File: config.mk
export PLATFORM = sky130hd
export DESIGN_NAME = cint_sequencer
export DESIGN_NICKNAME = d
export VERILOG_FILES = /design/src/rtl/cint_sequencer.sv
export SDC_FILE = /design/constraint.sdc
export NUM_CORES = 1
export LEC_CHECK = 0
export BUFFER_PORTS_ARGS = -buffer_cell sky130_fd_sc_hd__buf_4
export CELL_PAD_IN_SITES_DETAIL_PLACEMENT = 0
export CELL_PAD_IN_SITES_GLOBAL_PLACEMENT = 1
export CORE_MARGIN = 2
export CORE_UTILIZATION = 35
export CTS_CLUSTER_SIZE = 8
export DETAILED_ROUTE_END_ITERATION = 10
export PLACE_DENSITY = 0.86
export SLEW_MARGIN = 30
export SYNTH_ARGS = -nofsm -noshare
export SYNTH_HDL_FRONTEND = slang
export SYNTH_SLANG_ARGS = --single-unit
File: constraint.sdc
create_clock -name clk -period 1.45 [get_ports clk]
set_input_delay 0.29 -clock clk [delete_from_list [all_inputs] [get_ports clk]]
set_output_delay 0.29 -clock clk [all_outputs]
set_load 0.1 [all_outputs]
File: src/rtl/cint_sequencer.sv
// Interrupt-entry sequencer: arbitrates software CINT against masked hardware
// IRQs, pushes the PC (high then low byte), fetches the 2-byte vector from the
// IOP page (low then high byte), then loads the PC and clears IE in one cycle.
module cint_sequencer #(
  parameter int NUM_IRQ      = 4,
  parameter int IRQ_VEC_BASE = 8
) (
  input  logic               clk,
  input  logic               not_reset,
  input  logic               enable_cint,
  input  logic [3:0]         cint_vec,
  input  logic [NUM_IRQ-1:0] irq,
  input  logic [NUM_IRQ-1:0] irq_mask,
  input  logic               int_enable,
  input  logic               mem_ready,
  output logic               stall,
  output logic               busy,
  output logic               push_pc_hi,
  output logic               push_pc_lo,
  output logic               PA_Select_IOP_low,
  output logic               PA_Select_IOP_high,
  output logic [3:0]         vec_num,
  output logic               load_pc,
  output logic               clear_ie,
  output logic [NUM_IRQ-1:0] irq_ack
);

  localparam int IDX_W = (NUM_IRQ > 1) ? $clog2(NUM_IRQ) : 1;
  localparam logic [NUM_IRQ-1:0] ACK_ONE = NUM_IRQ'(1);

  typedef enum logic [2:0] {
    IDLE     = 3'd0,
    PUSH_HI  = 3'd1,
    PUSH_LO  = 3'd2,
    FETCH_LO = 3'd3,
    FETCH_HI = 3'd4,
    LOAD     = 3'd5
  } state_t;

  state_t             state;
  logic               sw_req;
  logic [IDX_W-1:0]   irq_idx;
  logic [NUM_IRQ-1:0] pend;
  logic [IDX_W-1:0]   pend_idx;
  logic               start;

  // Lowest-index pending hardware line wins the arbitration.
  always_comb begin
    // NOTE: every always_comb output gets a default first so no latch is inferred.
    pend     = irq & irq_mask & {NUM_IRQ{int_enable}};
    pend_idx = '0;
    for (int i = NUM_IRQ - 1; i >= 0; i--) begin
      if (pend[i]) pend_idx = IDX_W'(i);
    end
  end

  assign start = enable_cint | (|pend);

  // Fetch must freeze in the very cycle a request is accepted, hence combinational.
  assign stall = busy | ((state == IDLE) & start);

  // Sequencer state and registered strobes; each strobe is set on entry to its state.
  always_ff @(posedge clk) begin
    // NOTE: sequential state uses non-blocking assignments only.
    if (!not_reset) begin
      state              <= IDLE;
      vec_num            <= '0;
      sw_req             <= 1'b0;
      irq_idx            <= '0;
      busy               <= 1'b0;
      push_pc_hi         <= 1'b0;
      push_pc_lo         <= 1'b0;
      PA_Select_IOP_low  <= 1'b0;
      PA_Select_IOP_high <= 1'b0;
      load_pc            <= 1'b0;
      clear_ie           <= 1'b0;
      irq_ack            <= '0;
    end else begin
      case (state)
        IDLE: begin
          if (enable_cint) begin
            vec_num    <= cint_vec;
            sw_req     <= 1'b1;
            state      <= PUSH_HI;
            busy       <= 1'b1;
            push_pc_hi <= 1'b1;
          end else if (|pend) begin
            vec_num    <= 4'(IRQ_VEC_BASE) + 4'(pend_idx);
            irq_idx    <= pend_idx;
            sw_req     <= 1'b0;
            state      <= PUSH_HI;
            busy       <= 1'b1;
            push_pc_hi <= 1'b1;
          end
        end
        PUSH_HI: begin
          if (mem_ready) begin
            state      <= PUSH_LO;
            push_pc_hi <= 1'b0;
            push_pc_lo <= 1'b1;
          end
        end
        PUSH_LO: begin
          if (mem_ready) begin
            state             <= FETCH_LO;
            push_pc_lo        <= 1'b0;
            PA_Select_IOP_low <= 1'b1;
          end
        end
        FETCH_LO: begin
          if (mem_ready) begin
            state              <= FETCH_HI;
            PA_Select_IOP_low  <= 1'b0;
            PA_Select_IOP_high <= 1'b1;
          end
        end
        FETCH_HI: begin
          if (mem_ready) begin
            state              <= LOAD;
            PA_Select_IOP_high <= 1'b0;
            load_pc            <= 1'b1;
            clear_ie           <= 1'b1;
            irq_ack            <= sw_req ? '0 : (ACK_ONE << irq_idx);
          end
        end
        LOAD: begin
          state    <= IDLE;
          busy     <= 1'b0;
          load_pc  <= 1'b0;
          clear_ie <= 1'b0;
          irq_ack  <= '0;
        end
        default: begin
          state              <= IDLE;
          busy               <= 1'b0;
          push_pc_hi         <= 1'b0;
          push_pc_lo         <= 1'b0;
          PA_Select_IOP_low  <= 1'b0;
          PA_Select_IOP_high <= 1'b0;
          load_pc            <= 1'b0;
          clear_ie           <= 1'b0;
          irq_ack            <= '0;
        end
      endcase
    end
  end

endmodule

== Word-level counts from Yosys, hierarchy flattened ==
Index checks and enable logic that the tools add are counted.

* Shift-type cells: 1
* Mux-type cells: 28
* Equal/unequal tests: 10
* Bitwise operators: 12
* Add/sub/neg operators: 1
* Reduce and logical (&&, ||, !) cells: 18

{| class="wikitable"
|+ Operators by type and width
! cell !! count
|-
| $reduce_or 4->1 || 7
|-
| $mux 3 || 6
|-
| $mux 4 || 4
|-
| $pmux 3 s5 || 1
|-
| $reduce_and 3->1 || 5
|-
| $pmux 1 s3 || 4
|-
| $and 4x4->4 || 2
|-
| $mux 2 || 4
|-
| $ne 2x2->1 const B || 4
|-
| $pmux 4 s2 || 1
|-
| $not 1->1 || 7
|-
| $eq 3x2->1 const B || 2
|-
| $eq 3x3->1 const B || 2
|-
| $mux 1 || 6
|-
| $reduce_and 2->1 || 3
|-
| $reduce_and 5->1 || 1
|-
| $add 4x2->4 const A || 1
|-
| $pmux 1 s2 || 2
|-
| $shl 1x2->4 const A || 1
|-
| $eq 3x1->1 const B || 1
|-
| $logic_not 3->1 || 1
|-
| $ne 3x2->1 const B || 1
|-
| $or 1x1->1 || 2
|-
| $reduce_bool 2->1 || 1
|-
| $and 1x1->1 || 1
|}

* Input port bits: 17
* Flip-flop bits (word level): 20
* Output and inout port bits: 16

== Depth between registers and ports, before layout ==
Gate-level depths: netlist of the first run.

* Depth after elaboration: 9
* Depth in mapped cells: 5
* Mapped depth without buffers: 4

== Least setup slack after synthesis of the first run ==
No wires, ideal clock.

* Path kind: register -> output
* Start: register busy
* End: output port stall
* Stages on the path, launching flop included: 3
* Buffers on the path: 0
* Arrival time: 1.794 ns
* Slack: -0.634 ns
* Cell sequence: dfxtp_1 > inv_1 > nand3_1

* Cells in the longest elaborated chain, start to end: 1

{| class="wikitable"
|+ Ends and longest elaborated chain
! item !! line !! RTL
|-
| start: declaration || 17 || <nowiki>output logic busy,</nowiki>
|-
| start signal: assignment || 70 || <nowiki>busy <= 1'b0;</nowiki>
|-
| start signal: assignment || 85 || <nowiki>busy <= 1'b1;</nowiki>
|-
| start signal: assignment || 92 || <nowiki>busy <= 1'b1;</nowiki>
|-
| $or 1x1->1 || 60 || <nowiki>assign stall = busy | ((state == IDLE) & start);</nowiki>
|-
| end: declaration || 16 || <nowiki>output logic stall,</nowiki>
|}

Every way passes these cells.

== Final worst setup path of the first run ==
* Start: register state[2]
* End: output port stall

* Cells in the longest elaborated chain, start to end: 3

{| class="wikitable"
|+ Ends and longest elaborated chain
! item !! line !! RTL
|-
| start: declaration || 40 || <nowiki>state_t state;</nowiki>
|-
| start signal: assignment || 66 || <nowiki>state <= IDLE;</nowiki>
|-
| start signal: assignment || 84 || <nowiki>state <= PUSH_HI;</nowiki>
|-
| start signal: assignment || 91 || <nowiki>state <= PUSH_HI;</nowiki>
|-
| $logic_not 3->1 || 60 ||
|-
| $and 1x1->1 || 60 ||
|-
| $or 1x1->1 || 60 ||
|}

Every way passes these cells.

==> flow_summary.json, run 1 <==
{
  "status": "finished, violations left",
  "violations": "negative setup slack",
  "grt_first_pass_wirelength_mm": 3.80,
  "nets": 175,
  "fin_crit_sh_pct": 112,
  "ys_types": 37,
  "cts_buffers": 3,
  "fmax_mhz": 616,
  "grtUsageTotal_pct": 15.2,
  "cts.clk_slew.worst_paths_ns": 0.11,
  "routedWlPerCell_um": 12.5,
  "total_power_mw": 1.55,
  "hold_ws_ns": 0.250,
  "grt_antenna_before_repair": 0,
  "core_um2": 2540,
  "fin_skew_ns": 0.00252,
  "cp.required_ns": 1.16,
  "drc_errors": 0,
  "worst_setup_path_end_kind": "output port",
  "synth.avg_cell_area_um2": 8.48,
  "hpwlAfterDp_mm": 1.74,
  "insertion_delay_ns": 0.30,
  "rsz0062_at_grt": "yes",
  "diodes": 0,
  "clock_path_buffers": 2,
  "cts_tree": "yes",
  "postRouteAntennaNets": 0,
  "relSlewSlack_pct": 76.5,
  "rows": 18,
  "dr_total_vias": 965,
  "cts_sinks": 20,
  "ios": 33,
  "first_iter_violations": 15,
  "min_period_ns": 1.62,
  "syn_area_um2": 958,
  "drtPass1Iterations": 4,
  "place.gp.congestion": 0.737,
  "synth-edff-count": 0,
  "tightest_slew_ns": 0.353,
  "syn_inst": 113,
  "ys.flop_type": "dfxtp_1",
  "cp_slowest_stage_delay_ns": 0.35,
  "vdd_drop_max_v": 0.000929,
  "finalSetupViolCount": 3,
  "cts_root_buf": "clkbuf_4",
  "dp_slack_ns": -0.0432,
  "drive_above_1_share_pct": 39.1,
  "worstHoldPathType": "in2reg",
  "cts_max_level": 1,
  "drt_wl_total_mm": 2.33,
  "ys_ff_latch": 20,
  "yosysSeqAreaShare_pct": 41.8,
  "hold_violations": 0,
  "critPathArrivalTime_ns": 1.33,
  "yosys_warnings": 0,
  "crit_type": "reg2out",
  "die-area_um2": 3170,
  "start_util_pct": 37.7,
  "powerDensity_nw_per_um2": 1130,
  "grt_pass1_vias": 890,
  "postLayoutSetupSlackWorst_ns": -0.172,
  "worstPathCellList": "nor3_4, o211ai_4, nand3_2, buf_12",
  "synth.net_count": 130,
  "critPathLaunchType": "register",
  "syn_to_final_growth_pct": 43.6,
  "grt_max_degree": 15,
  "ys_async_sr_fraction_pct": 0,
  "maxCapViolCount": 0,
  "die_y_um": 56.3,
  "cellLeakagePower_nw": 0.614,
  "n_fill_cell": 265,
  "port_buffers": 32,
  "path_max_fanout": 3,
  "via_per_inst": 5.19,
  "critical_path.slowest_cell": "dfxtp_2",
  "overflow": 0,
  "finalMaxSlewViolations": 0,
  "die_w_um": 56.3
}
==> kinds of logic (layout without fill, tap and decap cells) <==
logic type / count (synthesis) / after routing / share of synthesized area, %
AND/OR/NAND/NOR: 40 / 40 / 22.5
XOR/XNOR: 1 / 1 / 0.914
flip-flops: 20 / 20 / 41.8
buffers and inverters: 14 / 57 / 6.79
AO/OA/AOI/OAI: 38 / 38 / 28.1
==> where the power goes <==
group	internal [mW]	switching (mW)	leakage (nW)
clock network	0.0970	0.168	0.0138
logic	0.235	0.427	0.434
registers	0.595	0.0296	0.166
==> metrics by stage <==
stage | instance area (um^2) | setup TNS, ns | util (%) | instances
4_1_cts | 1350 | -0.284 | 53.1 | 185
2_1_floorplan | 967 | -0.138 | - | 113
3_5_place_dp | 1300 | -0.0854 | 50.9 | 180
6_report | 1380 | -0.333 | 54.1 | 186
5_1_grt | 1380 | -0.512 | 54.1 | 186
3_3_place_gp | 1300 | -0.0669 | 50.9 | 180
==> synthesized netlist by cell type, types with 2 or more instances <==
master     n  area (um^2)
dfxtp_1   20          400
a21oi_1   12         60.1
nand2_1   12         45.0
nor2_1     8         30.0
inv_1      7         26.3
a31oi_1    4         25.0
clkbuf_1   4         15.0
o21ai_1    4         20.0
a32oi_1    3         26.3
nand3_1    3         15.0
nand3b_1   3         22.5
a211o_1    2         17.5
a22o_1     2         17.5
a22oi_1    2         15.0
nand2_2    2         12.5
nand2b_1   2         12.5
nor2b_1    2         12.5
o22ai_1    2         12.5
==> flip-flops by register name, summed over array words and instances (netlist names) <==
signal	flops
PA_Select_IOP_high	1
PA_Select_IOP_low	1
irq_idx	2
state	3
push_pc_hi	1
vec_num	4
busy	1
push_pc_lo	1
clear_ie	1
sw_req	1
irq_ack	4
==> cells in the final DEF, fill, tap and decap left out, types with 3 or more instances in the layout <==
cell type,instances
a21oi_1,11
a31oi_1,4
a32oi_1,3
buf_4,43
buf_6,3
clkbuf_4,3
dfxtp_1,15
dfxtp_2,5
inv_1,7
nand2_1,12
nand3b_1,3
nor2_1,8
o21ai_1,4
==> final cells by class <==
type | instances | area [um^2] | share of cell area, %
clock buffers | 3 | 22.5 | 1.64
inverters | 7 | 26.3 | 1.91
multi-input cells | 79 | 507 | 36.8
flip-flops and latches | 20 | 407 | 29.5
well taps | 30 | 37.5 | 2.73
repair buffers | 47 | 377 | 27.4
==> worst paths after layout <==
kind	slack [ns]	end	depth (start not counted)	startpoint
max reg2reg	-0.12	vec_num[0]	7	state[2]
min	0.25	vec_num[2]	3	cint_vec[2]
min reg2reg	0.46	irq_ack[1]	2	irq_ack[1]
max	-0.17	stall	4	state[2]
==> critical path: cells and delay by family (launching register included) <==
| family | cells | cell delay, ns |
|---|---|---|
| and+or+nand+nor | 2 | 0.38 |
| DFF | 1 | 0.35 |
| buffers and inverters | 1 | 0.17 |
| AOI/OAI and AO/OA | 1 | 0.12 |
==> routing by layer <==
metal,GRT usage [%],up-vias,share of wire (%)
met3,5.53,6,5.3
met2,24.2,26,47
met5,0,-,0
met4,6.12,0,2.1
met1,18.5,438,46
li1,-,495,-
==> what timing repair did <==
item                                    4_1_cts  5_1_grt
pin swaps                                     3        4
endpoints found under the setup margin        1        5
gates resized for setup                       5        6
hold buffers                                  0        0
hold endpoints to repair                      0        0
buffers inserted                              2        3
Power figures use the tool's default switching activity.
==> run 2: changes to the inputs <==
CORE_UTILIZATION = 37   (was 35)
PLACE_DENSITY = 0.9   (was 0.86)
clock period = 2.1 ns   (was 1.45 ns; I/O delays follow)
==> flow_summary.json, run 2 (same netlist as run 1, synthesis figures left out) <==
{
  "drtPass1Iterations": 4,
  "relSlewSlack_pct": 64.1,
  "drive_above_1_share_pct": 30.6,
  "hpwlAfterDp_mm": 1.56,
  "fin_skew_ns": 0.00228,
  "nets": 163,
  "critical_path.slowest_cell": "dfxtp_2",
  "layout_common_cells": "34 x buf_4, 19 x dfxtp_1, 12 x nand2_1, 12 x a21oi_1, 8 x nor2_1",
  "start_util_pct": 39.0,
  "maxCapViolCount": 0,
  "crit_buf_inv": 1,
  "port_buffers": 32,
  "tightest_slew_ns": 0.535,
  "cts_max_level": 1,
  "setup_tns_ns": 0,
  "reg.largest.list": "irq_ack (4), vec_num (4), state (3)",
  "multi_input_area_um2": 498,
  "first_iter_violations": 19,
  "cts_root_buf": "clkbuf_4",
  "drt_wl_total_mm": 2.09,
  "cts_sinks": 20,
  "hold_violations": 0,
  "postRouteAntennaNets": 0,
  "overflow": 0,
  "cts_tree": "yes",
  "grt_pass1_vias": 813,
  "critPathArrivalTime_ns": 1.54,
  "grtUsageTotal_pct": 15.4,
  "hold_ws_ns": 0.395,
  "via_per_inst": 5.33,
  "grt_antenna_before_repair": 0,
  "min_period_ns": 1.96,
  "diodes": 0,
  "fmax_mhz": 510,
  "core_um2": 2450,
  "path_max_fanout": 10,
  "cts_buffers": 3,
  "drc_errors": 0,
  "final_common_cell": "buf_4",
  "syn_to_final_growth_pct": 30.7,
  "powerDensity_nw_per_um2": 793,
  "dr_total_vias": 927,
  "grt_max_degree": 15,
  "ios": 33,
  "vdd_drop_max_v": 0.000537,
  "crit_family": "simple AND/OR/NAND/NOR gates",
  "rows": 18,
  "worstPathCellList": "nor3_4, nand2_2, nand3_2, buf_6",
  "regArea_um2": 402,
  "worst_setup_path_end_kind": "output port",
  "n_fill_cell": 240,
  "critPathLaunchType": "register",
  "routedWlPerCell_um": 12.0,
  "rsz0062_at_grt": "no",
  "insertion_delay_ns": 0.28,
  "crit_type": "reg2out",
  "place.gp.congestion": 0.770,
  "status": "finished clean",
  "cp.required_ns": 1.68,
  "cts.clk_slew.worst_paths_ns": 0.10,
  "finalMaxSlewViolations": 0,
  "cellLeakagePower_nw": 0.543,
  "finalSetupViolCount": 0,
  "die_w_um": 54.9,
  "fin_crit_sh_pct": 93.4,
  "clock_path_buffers": 2,
  "cp_slowest_stage_delay_ns": 0.39,
  "die_y_um": 54.9,
  "die-area_um2": 3010,
  "worstHoldPathType": "in2reg",
  "utilization_pct": 51.0,
  "grt_first_pass_wirelength_mm": 3.38
}
[run 2: cell type report]
cell class,instances,area share (%)
sequential,20,32.1
tap,30,3.00
clock buffer,3,1.80
timing repair buffer,35,21.3
inverter,7,2.10
multi-input combinational,79,39.8
[run 2: layer usage]
layer	track usage [%]	part of all wire, %	vias to the layer above
met5	0	0	-
met4	6.10	0.72	0
met3	2.42	5.9	2
met2	25.4	48	25
met1	20.2	46	428
li1	-	-	472
[run 2: stage by stage]
stage / setup slack [ns] / instance area, um^2 / power, mW / instances
floorplan: 0.169 / 963 / 0.736 / 113
global placement: 0.268 / 1220 / 0.819 / 170
detailed placement: 0.249 / 1220 / 0.824 / 170
CTS: 0.0283 / 1240 / 0.991 / 173
global route: 0.0360 / 1250 / 1.04 / 174
finish: 0.139 / 1250 / 0.993 / 174
[run 2: worst reg2reg max path, cell delays in order (launching register included)]
cell	delay (ns)
dfxtp_2	0.39
nor3_4	0.35
buf_4	0.19
nand2_2	0.06
a211o_1	0.25
a31oi_1	0.12
[run 2: what timing repair did]
action                     in CTS  in global routing
hold buffers                    0                  0
setup endpoints to repair       1                  1
resized for setup               0                  2
cloned                          0                  0
pin swaps                       1                  1
buffers inserted                0                  1
[run 2: where the power goes]
part | total (mW) | switching [mW] | internal, mW
Sequential | 0.435 | 0.0251 | 0.410
Combinational | 0.391 | 0.277 | 0.115
Clock | 0.167 | 0.101 | 0.0665
Total | 0.993 | 0.403 | 0.591
[run 2: worst paths after layout]
kind,startpoint,to,slack [ns],depth (start not counted)
worst max-delay path,state[0],stall,0.14,4
worst min-delay path,cint_vec[2],vec_num[2],0.40,3
worst max register to register,state[0],vec_num[0],0.67,5
worst min register to register,sw_req,sw_req,0.46,2
==> run 3: changes to the inputs <==
CELL_PAD_IN_SITES_GLOBAL_PLACEMENT = 2   (was 1)
CORE_UTILIZATION = 29   (was 37)
==> flow_summary.json, run 3 (same netlist as run 1, synthesis figures left out) <==
{
  "status": "finished clean",
  "rsz0062_at_grt": "no",
  "drive_above_1_share_pct": 30.3,
  "cts_sinks": 20,
  "drc_errors": 0,
  "cts.clk_slew.worst_paths_ns": 0.11,
  "hpwlAfterDp_mm": 1.70,
  "maxCapViolCount": 0,
  "final_common_cell": "buf_4",
  "layout_common_cells": "35 x buf_4, 20 x dfxtp_1, 12 x nand2_1, 12 x a21oi_1, 8 x nor2_1",
  "cts_root_buf": "clkbuf_4",
  "utilization_pct": 41.4,
  "relSlewSlack_pct": 67.3,
  "nets": 164,
  "core_um2": 3100,
  "start_util_pct": 30.9,
  "drt_wl_total_mm": 2.20,
  "tightest_slew_ns": 0.486,
  "powerDensity_nw_per_um2": 789,
  "grtUsageTotal_pct": 13.0,
  "insertion_delay_ns": 0.29,
  "critPathArrivalTime_ns": 1.52,
  "drtPass1Iterations": 4,
  "cellLeakagePower_nw": 0.551,
  "path_max_fanout": 10,
  "min_period_ns": 1.94,
  "setup_tns_ns": 0,
  "grt_max_degree": 15,
  "dr_total_vias": 910,
  "cts_tree": "yes",
  "finalMaxSlewViolations": 0,
  "via_per_inst": 4.81,
  "n_fill_cell": 347,
  "cp.required_ns": 1.68,
  "overflow": 0,
  "critPathLaunchType": "register",
  "fmax_mhz": 516,
  "finalSetupViolCount": 0,
  "crit_type": "reg2out",
  "grt_pass1_vias": 850,
  "place.gp.congestion": 0.812,
  "r2r_slack_ns": 0.69,
  "reg.largest.list": "irq_ack (4), vec_num (4), state (3)",
  "grt_first_pass_wirelength_mm": 3.68,
  "ios": 33,
  "postRouteAntennaNets": 0,
  "die-area_um2": 3780,
  "grt_antenna_before_repair": 0,
  "routedWlPerCell_um": 11.6,
  "die_y_um": 61.5,
  "diodes": 0,
  "rows": 20,
  "fin_skew_ns": 0.000931,
  "port_buffers": 32,
  "worstHoldPathType": "in2reg",
  "first_iter_violations": 46,
  "cts_buffers": 3,
  "cts_max_level": 1,
  "die_w_um": 61.5,
  "vdd_drop_max_v": 0.000284,
  "hold_violations": 0,
  "clock_path_buffers": 2,
  "worst_setup_path_end_kind": "output port",
  "fin_crit_sh_pct": 92.3,
  "syn_to_final_growth_pct": 34.1
}
[run 3: cell types whose count changed in the layout (fill, tap and decap cells not counted)]
| cell | previous run | this run |
|---|---|---|
| dfxtp_2 | 1 | 0 |
| buf_4 | 34 | 35 |
| dfxtp_1 | 19 | 20 |
| buf_12 | 0 | 1 |
| buf_6 | 1 | 0 |
[run 3: final cells by class]
type | instances | area, um^2 | area share, %
sequential | 20 | 400 | 31.2
timing repair buffer | 36 | 283 | 22.0
inverter | 7 | 26.3 | 2.04
multi-input combinational | 79 | 498 | 38.8
clock buffer | 3 | 22.5 | 1.75
tap | 44 | 55.1 | 4.28
[run 3: timing repair]
item                                    CTS  global route
gates resized for setup                   0             0
hold buffers                              0             0
setup buffers                             0             1
endpoints found under the setup margin    0             1
[run 3: path summary, 6_finish.rpt]
check               from    endpoint  cells after the start
max             state[0]       stall                      5
min reg2reg   irq_ack[0]  irq_ack[0]                      2
max reg2reg     state[0]  push_pc_hi                      6
min          cint_vec[2]  vec_num[2]                      3
[run 3: worst max-delay path: stages (launching register included)]
cell and delay [ns]:
dfxtp_1 0.42, nor3_4 0.19, buf_12 0.14, nand2_2 0.10
nand3_2 0.09, buf_4 0.28
[run 3: report_power, final]
part           internal (mW)  switching [mW]
clock                 0.0667           0.114
sequential             0.409          0.0255
combinational          0.122           0.277
total                  0.598           0.416
[run 3: metal layers]
| layer | share of wire (%) | global-route usage [%] | vias up | routed length [um] |
|---|---|---|---|---|
| li1 | - | - | 470 | - |
| met1 | 49 | 16.5 | 414 | 1070 |
| met2 | 47 | 21.4 | 24 | 1030 |
| met3 | 3.5 | 1.26 | 2 | 78 |
| met4 | 1.2 | 7.29 | 0 | 27 |
| met5 | 0 | 0 | - | 0 |
[run 3: stage by stage]
step                hold slack [ns]  setup slack [ns]  cells  instance area, um^2  power [mW]
detailed placement            0.452             0.336    185                 1240       0.828
global route                  0.400            0.0841    189                 1280        1.06
floorplan                     0.432             0.169    113                  963       0.736
finish                        0.380             0.161    189                 1280        1.01
global placement              0.446             0.345    185                 1240       0.824
CTS                           0.371           0.00638    188                 1260        1.01
